## config.mk

```make
export PLATFORM = sky130hd
export DESIGN_NAME = booth_multiplier_seq
export DESIGN_NICKNAME = d
export VERILOG_FILES = /design/src/rtl/booth_multiplier_seq.sv
export SDC_FILE = /design/constraint.sdc
export NUM_CORES = 1
export LEC_CHECK = 0
export ABC_CLOCK_PERIOD_IN_PS = 3500
export BUFFER_PORTS_ARGS = -buffer_cell sky130_fd_sc_hd__buf_2
export CORE_MARGIN = 2
export CORE_UTILIZATION = 57
export DETAILED_ROUTE_END_ITERATION = 8
export PLACE_DENSITY = 0.89
export SYNTH_ARGS = -nofsm -noshare
export SYNTH_HDL_FRONTEND = slang
export SYNTH_SLANG_ARGS = --single-unit
```

## constraint.sdc

```tcl
create_clock -name clk_i -period 3.5 [get_ports clk_i]
set_input_delay 0.175 -clock clk_i [delete_from_list [all_inputs] [get_ports clk_i]]
set_output_delay 0.175 -clock clk_i [all_outputs]
set_load 0.03 [all_outputs]
```

## src/rtl/booth_multiplier_seq.sv

```systemverilog
// booth_multiplier_seq
// Sequential radix-2 Booth multiplier for N-bit operands, signed or unsigned.
// A multiply is requested with start_i while idle; one Booth step
// (add/subtract fused with the arithmetic shift) runs per clock, N+1 steps in
// total, after which done_o pulses for one cycle and product_o holds the new
// result until the next done_o.
//
// Ports:
//   clk_i       system clock, all state changes on the rising edge
//   rst_i       asynchronous active-high reset
//   start_i     multiply request, sampled only while idle
//   signed_i    1 = two's-complement operands, 0 = unsigned (sampled with start_i)
//   plicand_i   multiplicand (sampled with start_i)
//   plier_i     multiplier (sampled with start_i)
//   busy_o      high while the iteration loop runs
//   done_o      one-cycle pulse, product_o valid from this cycle on
//   product_o   registered 2N-bit product
//   state_o     debug state: 00 idle, 01 run
module booth_multiplier_seq #(
    parameter int N = 4
) (
    input  logic             clk_i,
    input  logic             rst_i,
    input  logic             start_i,
    input  logic             signed_i,
    input  logic [N-1:0]     plicand_i,
    input  logic [N-1:0]     plier_i,
    output logic             busy_o,
    output logic             done_o,
    output logic [2*N-1:0]   product_o,
    output logic [1:0]       state_o
);

    localparam int CNT_W = $clog2(N + 2);
    localparam logic [CNT_W-1:0] LAST_CNT = CNT_W'(N);
    localparam logic [CNT_W-1:0] CNT_ONE  = CNT_W'(1);

    typedef enum logic [1:0] {
        IDLE = 2'b00,
        RUN  = 2'b01
    } state_t;

    // Widen an operand to N+1 bits so both modes share one signed datapath.
    function automatic logic [N:0] extend(input logic [N-1:0] v, input logic sgn);
        return {sgn & v[N-1], v};
    endfunction

    state_t          state_q, state_d;
    logic [N+1:0]    m_q, m_d;
    logic [N+1:0]    a_q, a_d;
    logic [N:0]      q_q, q_d;
    logic            q1_q, q1_d;
    logic [CNT_W-1:0] cnt_q, cnt_d;
    logic            busy_q, busy_d;
    logic            done_q, done_d;
    logic [2*N-1:0]  product_q, product_d;

    logic [N:0]      plicand_ext;
    logic [N:0]      plier_ext;
    logic [N+1:0]    alu_res;

    assign plicand_ext = extend(plicand_i, signed_i);
    assign plier_ext   = extend(plier_i, signed_i);

    // State and datapath registers, cleared asynchronously by rst_i.
    always_ff @(posedge clk_i or posedge rst_i) begin
        if (rst_i) begin
            state_q   <= IDLE;
            m_q       <= '0;
            a_q       <= '0;
            q_q       <= '0;
            q1_q      <= 1'b0;
            cnt_q     <= '0;
            busy_q    <= 1'b0;
            done_q    <= 1'b0;
            product_q <= '0;
        end else begin
            state_q   <= state_d;
            m_q       <= m_d;
            a_q       <= a_d;
            q_q       <= q_d;
            q1_q      <= q1_d;
            cnt_q     <= cnt_d;
            busy_q    <= busy_d;
            done_q    <= done_d;
            product_q <= product_d;
        end
    end

    // Next-state logic: leave idle on start, return after the last iteration.
    always_comb begin
        state_d = state_q;
        case (state_q)
            IDLE: begin
                if (start_i) begin
                    state_d = RUN;
                end else begin
                    state_d = IDLE;
                end
            end
            RUN: begin
                if (cnt_q == LAST_CNT) begin
                    state_d = IDLE;
                end else begin
                    state_d = RUN;
                end
            end
            default: state_d = IDLE;
        endcase
    end

    // Operand load, Booth step and output register updates.
    always_comb begin
        m_d       = m_q;
        a_d       = a_q;
        q_d       = q_q;
        q1_d      = q1_q;
        cnt_d     = cnt_q;
        busy_d    = busy_q;
        done_d    = 1'b0;
        product_d = product_q;
        alu_res   = a_q;
        case (state_q)
            IDLE: begin
                if (start_i) begin
                    m_d    = {plicand_ext[N], plicand_ext};
                    a_d    = '0;
                    q_d    = plier_ext;
                    q1_d   = 1'b0;
                    cnt_d  = '0;
                    busy_d = 1'b1;
                end else begin
                    busy_d = 1'b0;
                end
            end
            RUN: begin
                case ({q_q[0], q1_q})
                    2'b01:   alu_res = a_q + m_q;
                    2'b10:   alu_res = a_q - m_q;
                    default: alu_res = a_q;
                endcase
                // Arithmetic right shift of {A', Q, Q_1}, replicating A' sign.
                a_d   = {alu_res[N+1], alu_res[N+1:1]};
                q_d   = {alu_res[0], q_q[N:1]};
                q1_d  = q_q[0];
                cnt_d = cnt_q + CNT_ONE;
                if (cnt_q == LAST_CNT) begin
                    // The exact product fits in the low 2N bits of {A, Q}.
                    product_d = {a_d[N-2:0], q_d};
                    done_d    = 1'b1;
                    busy_d    = 1'b0;
                end else begin
                    busy_d = 1'b1;
                end
            end
            default: begin
                busy_d = 1'b0;
            end
        endcase
    end

    assign busy_o    = busy_q;
    assign done_o    = done_q;
    assign product_o = product_q;
    assign state_o   = state_q;

endmodule

```

# [Word level (Yosys, flattened, before mapping)]
# Index checks and enable logic that the tools add are counted.
[classes] bitwise=2 eq_ne=5 addsub=3 n_reduce_logical=5 muxes=17
[op_table] op="one-hot mux 6 bit (2 select lines)" count=2
[op_table] op="one-hot mux 5 bit (2 select lines)" count=1
[op_table] op="2-to-1 mux 1 bit" count=7
[op_table] op="adder 6 bit" count=1
[op_table] op="2-to-1 mux 6 bit" count=1
[op_table] op="one-hot mux 3 bit (2 select lines)" count=1
[op_table] op="AND reduction 2 bit" count=3
[op_table] op="subtractor 6 bit" count=1
[op_table] op="2-to-1 mux 5 bit" count=1
[op_table] op="== test 2 x 1 -> 1 bit (second input constant)" count=2
[op_table] op="one-hot mux 1 bit (2 select lines)" count=2
[op_table] op="one-hot mux 2 bit (2 select lines)" count=1
[op_table] op="adder 3 x 1 -> 3 bit (second input constant)" count=1
[op_table] op="== test 3 bit (second input constant)" count=1
[op_table] op="2-to-1 mux 3 bit" count=1
[op_table] op="AND 1 bit" count=2
[op_table] op="== test 2 bit (second input constant)" count=1
[op_table] op="logical NOT 2 bit" count=1
[op_table] op="!= test 2 bit (second input constant)" count=1
[op_table] op="nonzero test 2 bit" count=1
[totals] out_inout_bits=12 wordCells=41 inputBits=12 regBits=32

# [Depth between registers and ports, before layout]
# Gate-level depths: netlist of run 1.
[logic_depth] depth_word=3 ltp_mapped=10 mapped_depth_nobuf=10

# [Least setup slack after synthesis of run 1]
# OpenSTA, ideal clock, no wires.
[synth_path] path_type="flip-flop to flip-flop" start="reg q1_q" end="reg a_q[4]" setup_time_ps=79 slack_ps=1245 synth_period_minus_slack_ps=2255 required_ps=3421 n_path_buf=0 path_stages_with_launch=11 t_arrival_ps=2176 path_cell_list="dfrtp_1 -> inv_1 -> ha_1 -> mux2_2 -> inv_2 -> ha_1 -> nor2b_1 -> o31a_1 -> o22ai_1 -> mux2i_1 -> mux2i_1"
[synth_via] elab_chain_cells=3 elab_cells_between_ends=4 cone_classes="eq/ne: 2; mux: 2"
[synth_lines] element="from (decl)" line_no="52" source="logic q1_q, q1_d;"
[synth_lines] element="from (signal assigned)" line_no="82" source="q1_q <= q1_d;"
[synth_lines] element="== test 2 bit or == test 2 x 1 -> 1 bit (tied branches)" line_no="137" source="case ({q_q[0], q1_q})"
[synth_lines] element="one-hot mux 6 bit (2 select lines) (*)" line_no="137"
[synth_lines] element="one-hot mux 6 bit (2 select lines) (*)" line_no="123" source="case (state_q)"
[synth_lines] element="to (signal assigned)" line_no="70" source="a_q <= '0;"
[synth_lines] element="to (signal assigned)" line_no="80" source="a_q <= a_d;"
[synth_lines] element="to (decl)" line_no="50" source="logic [N+1:0] a_q, a_d;"
# Mark *: on every way between the ends. The rest lies on a longest branch, timed or not.
# A chain may end at the register's enable or synchronous reset.

# [Worst setup path after layout of run 1]
# Ends and elaborated chain as after synthesis.

==> impl_metrics.ini, run 1 <==
[detailed_routing]
drtPass1Iterations = 4
wl_mm = 2.96
ant_nets = 0
dr_total_vias = 1170
wire_per_inst_um = 14.2
drt_iter0_markers = 44
vias_per_cell = 5.60
drc = 0

[setup_path]
cp-start-kind = flip-flop
crit_family = multiplexers
cp_max_fo = 6
crit_type = flip-flop to flip-flop
rrSetupSlack_ps = 1020
critical_path.max_stage_delay_ps = 400
required_ps = 3750
cp_slowest_cell = mux2_2
path_buf_inv = 2
worstPathArrival_ps = 2740
path_cells = inv_1, ha_1, mux2_2, inv_2, ha_1, nor2b_1, o31a_1, o22ai_1, mux2i_1, mux2i_1
cp-end-kind = flip-flop

[floorplanning]
num_rows = 18
start_util_pct = 61.3
die_x_um = 56.3
fp.coreArea_um2 = 2540
die_h_um = 56.3
ios = 24
fp.dieArea_um2 = 3170

[final_layout]
nets = 201
diodes = 0
ff_latch_area_um2 = 726
areaGrowthSynthToFinish_pct = 10.4
final_cell_mix = 29 x dfrtp_1, 22 x buf_2, 17 x nand2_1
fin_util_pct = 67.7
final_common_cell = dfrtp_1
multi_input_area_um2 = 738
layout.cells.non_filler = 209
drive_gt1_share_pct = 21.2
n_fill_cell = 190

[flow_run]
maxCapViolations = 0

[outcome]
outcome = completed

[global_route]
antenna_found_initial = 0
grt_pass1_wl_mm = 5.22
overflow = 0
grt_start_max_net_pins = 32
grtUsageTotal_pct = 21.6
first_global_vias = 1169

[timing]
tightest_slew_ps = 1040
hold_violations = 0
fin_skew_ps = 10.7
fin_crit_ps = 2480
fmax_mhz = 403
relSlewSlack_pct = 30.3
fin_setup_tns_ps = 0
drv_slew = 0
rsz0062_at_grt = false
setup_violations = 0
period_share_pct = 70.9

[cts]
cts-htree-levels = 2
cts_root_buf = clkbuf_4
clk_pin_slew_ps = 80
clk_latency_ps = 330
postCtsHoldBufs = 0
post_cts_buffers = 0
clockBufferDepth = 2
cts_sinks = 29
ctsResizeCount = 0
cts_buffers = 5
cts_tree = done

[synthesis]
synth_seq_area_share_pct = 46.5
yosysWarnings = 0
ys_types = 36
synth_nets = 177
syn-cell-area_um2 = 1560
syn_avg_cell_area_um2 = 10.1
synthCells = 155
ys_ff_latch = 29

[placement]
place_inst = 202
dp_hpwl_mm = 2.27
finalWeightedCongestion = 0.940
numPortBuffers = 22

[worst_hold_path]
worst_hold_path_type = input pin to flip-flop
[registers in the layout, indices dropped and copies added, names as in the netlist]
register	cells
product_o	8
q_q	5
a_q	5
m_q	5
q1_q	1
busy_o	1
cnt_q	3
done_o	1
[path summary, 6_finish.rpt]
path	depth (start not counted)	start	to
max	10	q1_q$_DFFE_PP0P_	a_q[4]$_DFFE_PP0P_
min	2	plicand_i[2]	m_q[2]$_DFFE_PP0P_
max reg2reg	10	q1_q$_DFFE_PP0P_	a_q[4]$_DFFE_PP0P_
min reg2reg	1	cnt_q[2]$_DFFE_PP0P_	cnt_q[2]$_DFFE_PP0P_
max in group asynchronous	2	rst_i	m_q[2]$_DFFE_PP0P_
min in group asynchronous	2	rst_i	cnt_q[2]$_DFFE_PP0P_
[cell type report]
class,instances,share of cell area [%]
clock buffers,7,3.20
inverters,13,2.83
multi-input cells,107,42.8
flip-flops and latches,29,42.1
well taps,30,2.18
repair buffers,23,6.83
[stage by stage]
step	area, µm²	setup WS, ps	hold WS, ps
floorplan	1560	1250	253
global placement	1670	1170	403
detailed placement	1670	1040	403
CTS	1720	1030	62.4
global route	1720	914	61.6
finish	1720	1020	69.8
[kinds of logic (layout without fill, tap and decap cells)]
group / count (synthesis) / count (layout) / synth area share, %
AOI/OAI and AO/OA: 34 / 34 / 12.7
muxes: 17 / 17 / 11.5
other: 1 / 1 / 0.240
and+or+nand+nor: 42 / 42 / 12.7
xor gates and xnor gates: 3 / 3 / 1.68
adders and majority gates: 10 / 10 / 8.50
buffers and inverters: 19 / 43 / 6.17
DFF: 29 / 29 / 46.5
[cell usage after synthesis, drive strengths merged]
cell type | count | share of area [%]
fa | 1 | 1.3
nor3 | 2 | 0.64
o21ai | 18 | 5.8
a21oi | 6 | 2.2
o21a | 2 | 0.96
xnor2 | 3 | 1.7
and2 | 1 | 0.40
clkbuf | 2 | 0.48
or2 | 1 | 0.40
o22ai | 1 | 0.40
nand2 | 17 | 4.1
conb | 1 | 0.24
o31a | 1 | 0.56
buf | 4 | 2.6
a21o | 1 | 0.48
or4 | 1 | 0.72
nor2b | 4 | 1.6
mux2 | 8 | 5.8
mux2i | 9 | 5.8
nor3b | 1 | 0.48
and3 | 2 | 0.80
a31oi | 1 | 0.40
dfrtp | 29 | 47
ha | 9 | 7.2
inv | 13 | 3.1
nor2 | 9 | 2.2
or3 | 1 | 0.40
o31ai | 2 | 0.96
a211oi | 2 | 0.96
nand3 | 3 | 0.96
[per-layer routing]
layer	global-route usage, %	vias up	routed length, µm
met5	0	-	0
met4	9.18	0	62
met3	7.83	7	174
met2	33.9	40	1420
met1	27.1	549	1300
li1	-	574	-
Power of run 1 is left out: the tool's default activity adds up to more than one toggle a clock period on the data nets, which glitch-free logic cannot reach.
==> inputs of run 2 (changes only) <==
==> config.mk (replaced) <==
export PLATFORM = sky130hd
export DESIGN_NAME = booth_multiplier_seq
export DESIGN_NICKNAME = d
export VERILOG_FILES = /design/src/rtl/booth_multiplier_seq.sv
export SDC_FILE = /design/constraint.sdc
export NUM_CORES = 1
export LEC_CHECK = 0
export ABC_CLOCK_PERIOD_IN_PS = 2200
export BUFFER_PORTS_ARGS = -buffer_cell sky130_fd_sc_hd__buf_2
export CORE_MARGIN = 2
export CORE_UTILIZATION = 50
export DETAILED_ROUTE_END_ITERATION = 8
export PLACE_DENSITY = 0.83
export SYNTH_ARGS = -nofsm -noshare
export SYNTH_HDL_FRONTEND = slang
export SYNTH_SLANG_ARGS = --single-unit
==> constraint.sdc (replaced) <==
create_clock -name clk_i -period 2.2 [get_ports clk_i]
set_input_delay 0.11 -clock clk_i [delete_from_list [all_inputs] [get_ports clk_i]]
set_output_delay 0.11 -clock clk_i [all_outputs]
set_load 0.03 [all_outputs]
==> run 2 against run 1 <==
  * The flow now finishes with violations (setup timing)
  * Worst hold slack worse by 61 ps
  * First-iteration DRC count is 2.3% higher
  * Final cell count is 5.3% higher
  * Sequential cell count stayed put
  * Sequential share of layout area is 3.5 points lower
  * Critical endpoint unchanged
==> impl_metrics.ini, run 2 (synthesized netlist as in run 1, its figures left out) <==
[cts]
cts_tree = done
cts_sinks = 29
clk_pin_slew_ps = 90
clockBufferDepth = 2
cts-htree-levels = 2
cts_root_buf = clkbuf_4
cts_buffers = 5
clk_latency_ps = 320

[global_route]
grt_pass1_wl_mm = 5.10
first_global_vias = 1209
grt_start_max_net_pins = 30
overflow = 0
antenna_found_initial = 0
grtUsageTotal_pct = 19.6

[setup_path]
cp.depth = 10
cp_max_fo = 2
worstPathArrival_ps = 2590
cp-end-kind = flip-flop
crit_family = multiplexers
path_cells = inv_2, ha_4, mux2_4, inv_2, ha_4, nor2b_4, o31a_1, o22ai_2, mux2i_1, mux2i_1
cp_slowest_cell = dfrtp_1
cp-start-kind = flip-flop
required_ps = 2450
crit_type = flip-flop to flip-flop
critical_path.max_stage_delay_ps = 410
path_buf_inv = 2
reg2reg_depth = 10

[final_layout]
final_common_cell = dfrtp_1
fin_util_pct = 62.6
nets = 208
largest_reg_flops = 8
diodes = 0
final_cell_mix = 29 x dfrtp_1, 22 x buf_2, 17 x nand2_1
areaGrowthSynthToFinish_pct = 20.4
drive_gt1_share_pct = 31.0
n_fill_cell = 238

[timing]
fin_skew_ps = 4.31
rsz0062_at_grt = true
tightest_slew_ps = 508
setup_violations = 4
fmax_mhz = 428
fin_crit_ps = 2340
fin_ws_ps = -138
hold_violations = 0
period_share_pct = 106
relSlewSlack_pct = 66.0
drv_slew = 0

[detailed_routing]
drc = 0
drt_iter0_markers = 45
drtPass1Iterations = 4
wl_mm = 3.18
vias_per_cell = 5.53
wire_per_inst_um = 14.5
ant_nets = 0
dr_total_vias = 1216

[floorplanning]
ios = 24
die_x_um = 59.9
fp.dieArea_um2 = 3580
die_h_um = 59.9
num_rows = 20
fp.coreArea_um2 = 3000
start_util_pct = 52.0

[worst_hold_path]
worst_hold_path_type = input pin to flip-flop
hold_depth = 3

[outcome]
violations = setup timing
outcome = finished, violations left

[placement]
place_ws_ps = -143
finalWeightedCongestion = 0.819
dp_hpwl_mm = 2.33
numPortBuffers = 22

[flow_run]
maxCapViolations = 0
## run 2: changes by cell type in the layout (fill, tap and decap cells not counted), moves of 2 or more
cell and delta:
inv_2 +3, nor2b_1 -2, ha_1 -3, ha_4 +3, inv_1 -3, buf_4 +5
## run 2: worst paths after layout
check,from,end,slack (ps)
max,m_q[1]$_DFFE_PP0P_,a_q[4]$_DFFE_PP0P_,-140
min,plicand_i[0],m_q[0]$_DFFE_PP0P_,9
max reg2reg,m_q[1]$_DFFE_PP0P_,a_q[4]$_DFFE_PP0P_,-140
min reg2reg,product_o[4]$_DFFE_PP0P_,product_o[4]$_DFFE_PP0P_,480
max in group asynchronous,rst_i,m_q[3]$_DFFE_PP0P_,1560
min in group asynchronous,rst_i,product_o[5]$_DFFE_PP0P_,380
## run 2: metrics by stage
step	std cells	instance area (µm²)	hold WS, ps	setup TNS, ps
after floorplan	155	1570	188	-13.4
after global routing	220	1880	4.60	-607
after CTS	220	1820	4.13	-214
after global placement	209	1710	189	-7.55
final	220	1880	9.10	-260
after detailed placement	209	1710	194	-188
## run 2: worst min-delay path: cells and delay by family
kind / cells / cell delay [ps]
compound gates: 1 / 70
buf+inv: 1 / 80
simple gates: 1 / 40
## run 2: what timing repair did
action	in CTS	in global routing
hold buffers	1	0
endpoints found under the hold margin	29	0
setup endpoints to repair	4	8
gates resized for setup	2	14
setup buffers	2	2
pin swaps	0	11
## run 2: layer usage
metal | track usage [%] | vias to the layer above | part of all wire [%] | wire, µm
met5 | 0 | - | 0 | 0
met2 | 32.5 | 33 | 50 | 1600
met4 | 9.84 | 0 | 1.9 | 59
li1 | - | 590 | - | -
met3 | 5.19 | 6 | 3.7 | 117
met1 | 23.4 | 587 | 44 | 1400
## run 2: area by class of cell
type,instances,area (µm²),share of cell area [%]
sequential,29,726,38.6
multi-input combinational,107,817,43.5
tap,33,41.3,2.20
timing repair buffer,30,176,9.39
clock inverter,1,5.00,0.266
inverter,13,48.8,2.60
clock buffer,7,65.1,3.46
Power of run 2 is left out for the same reason.
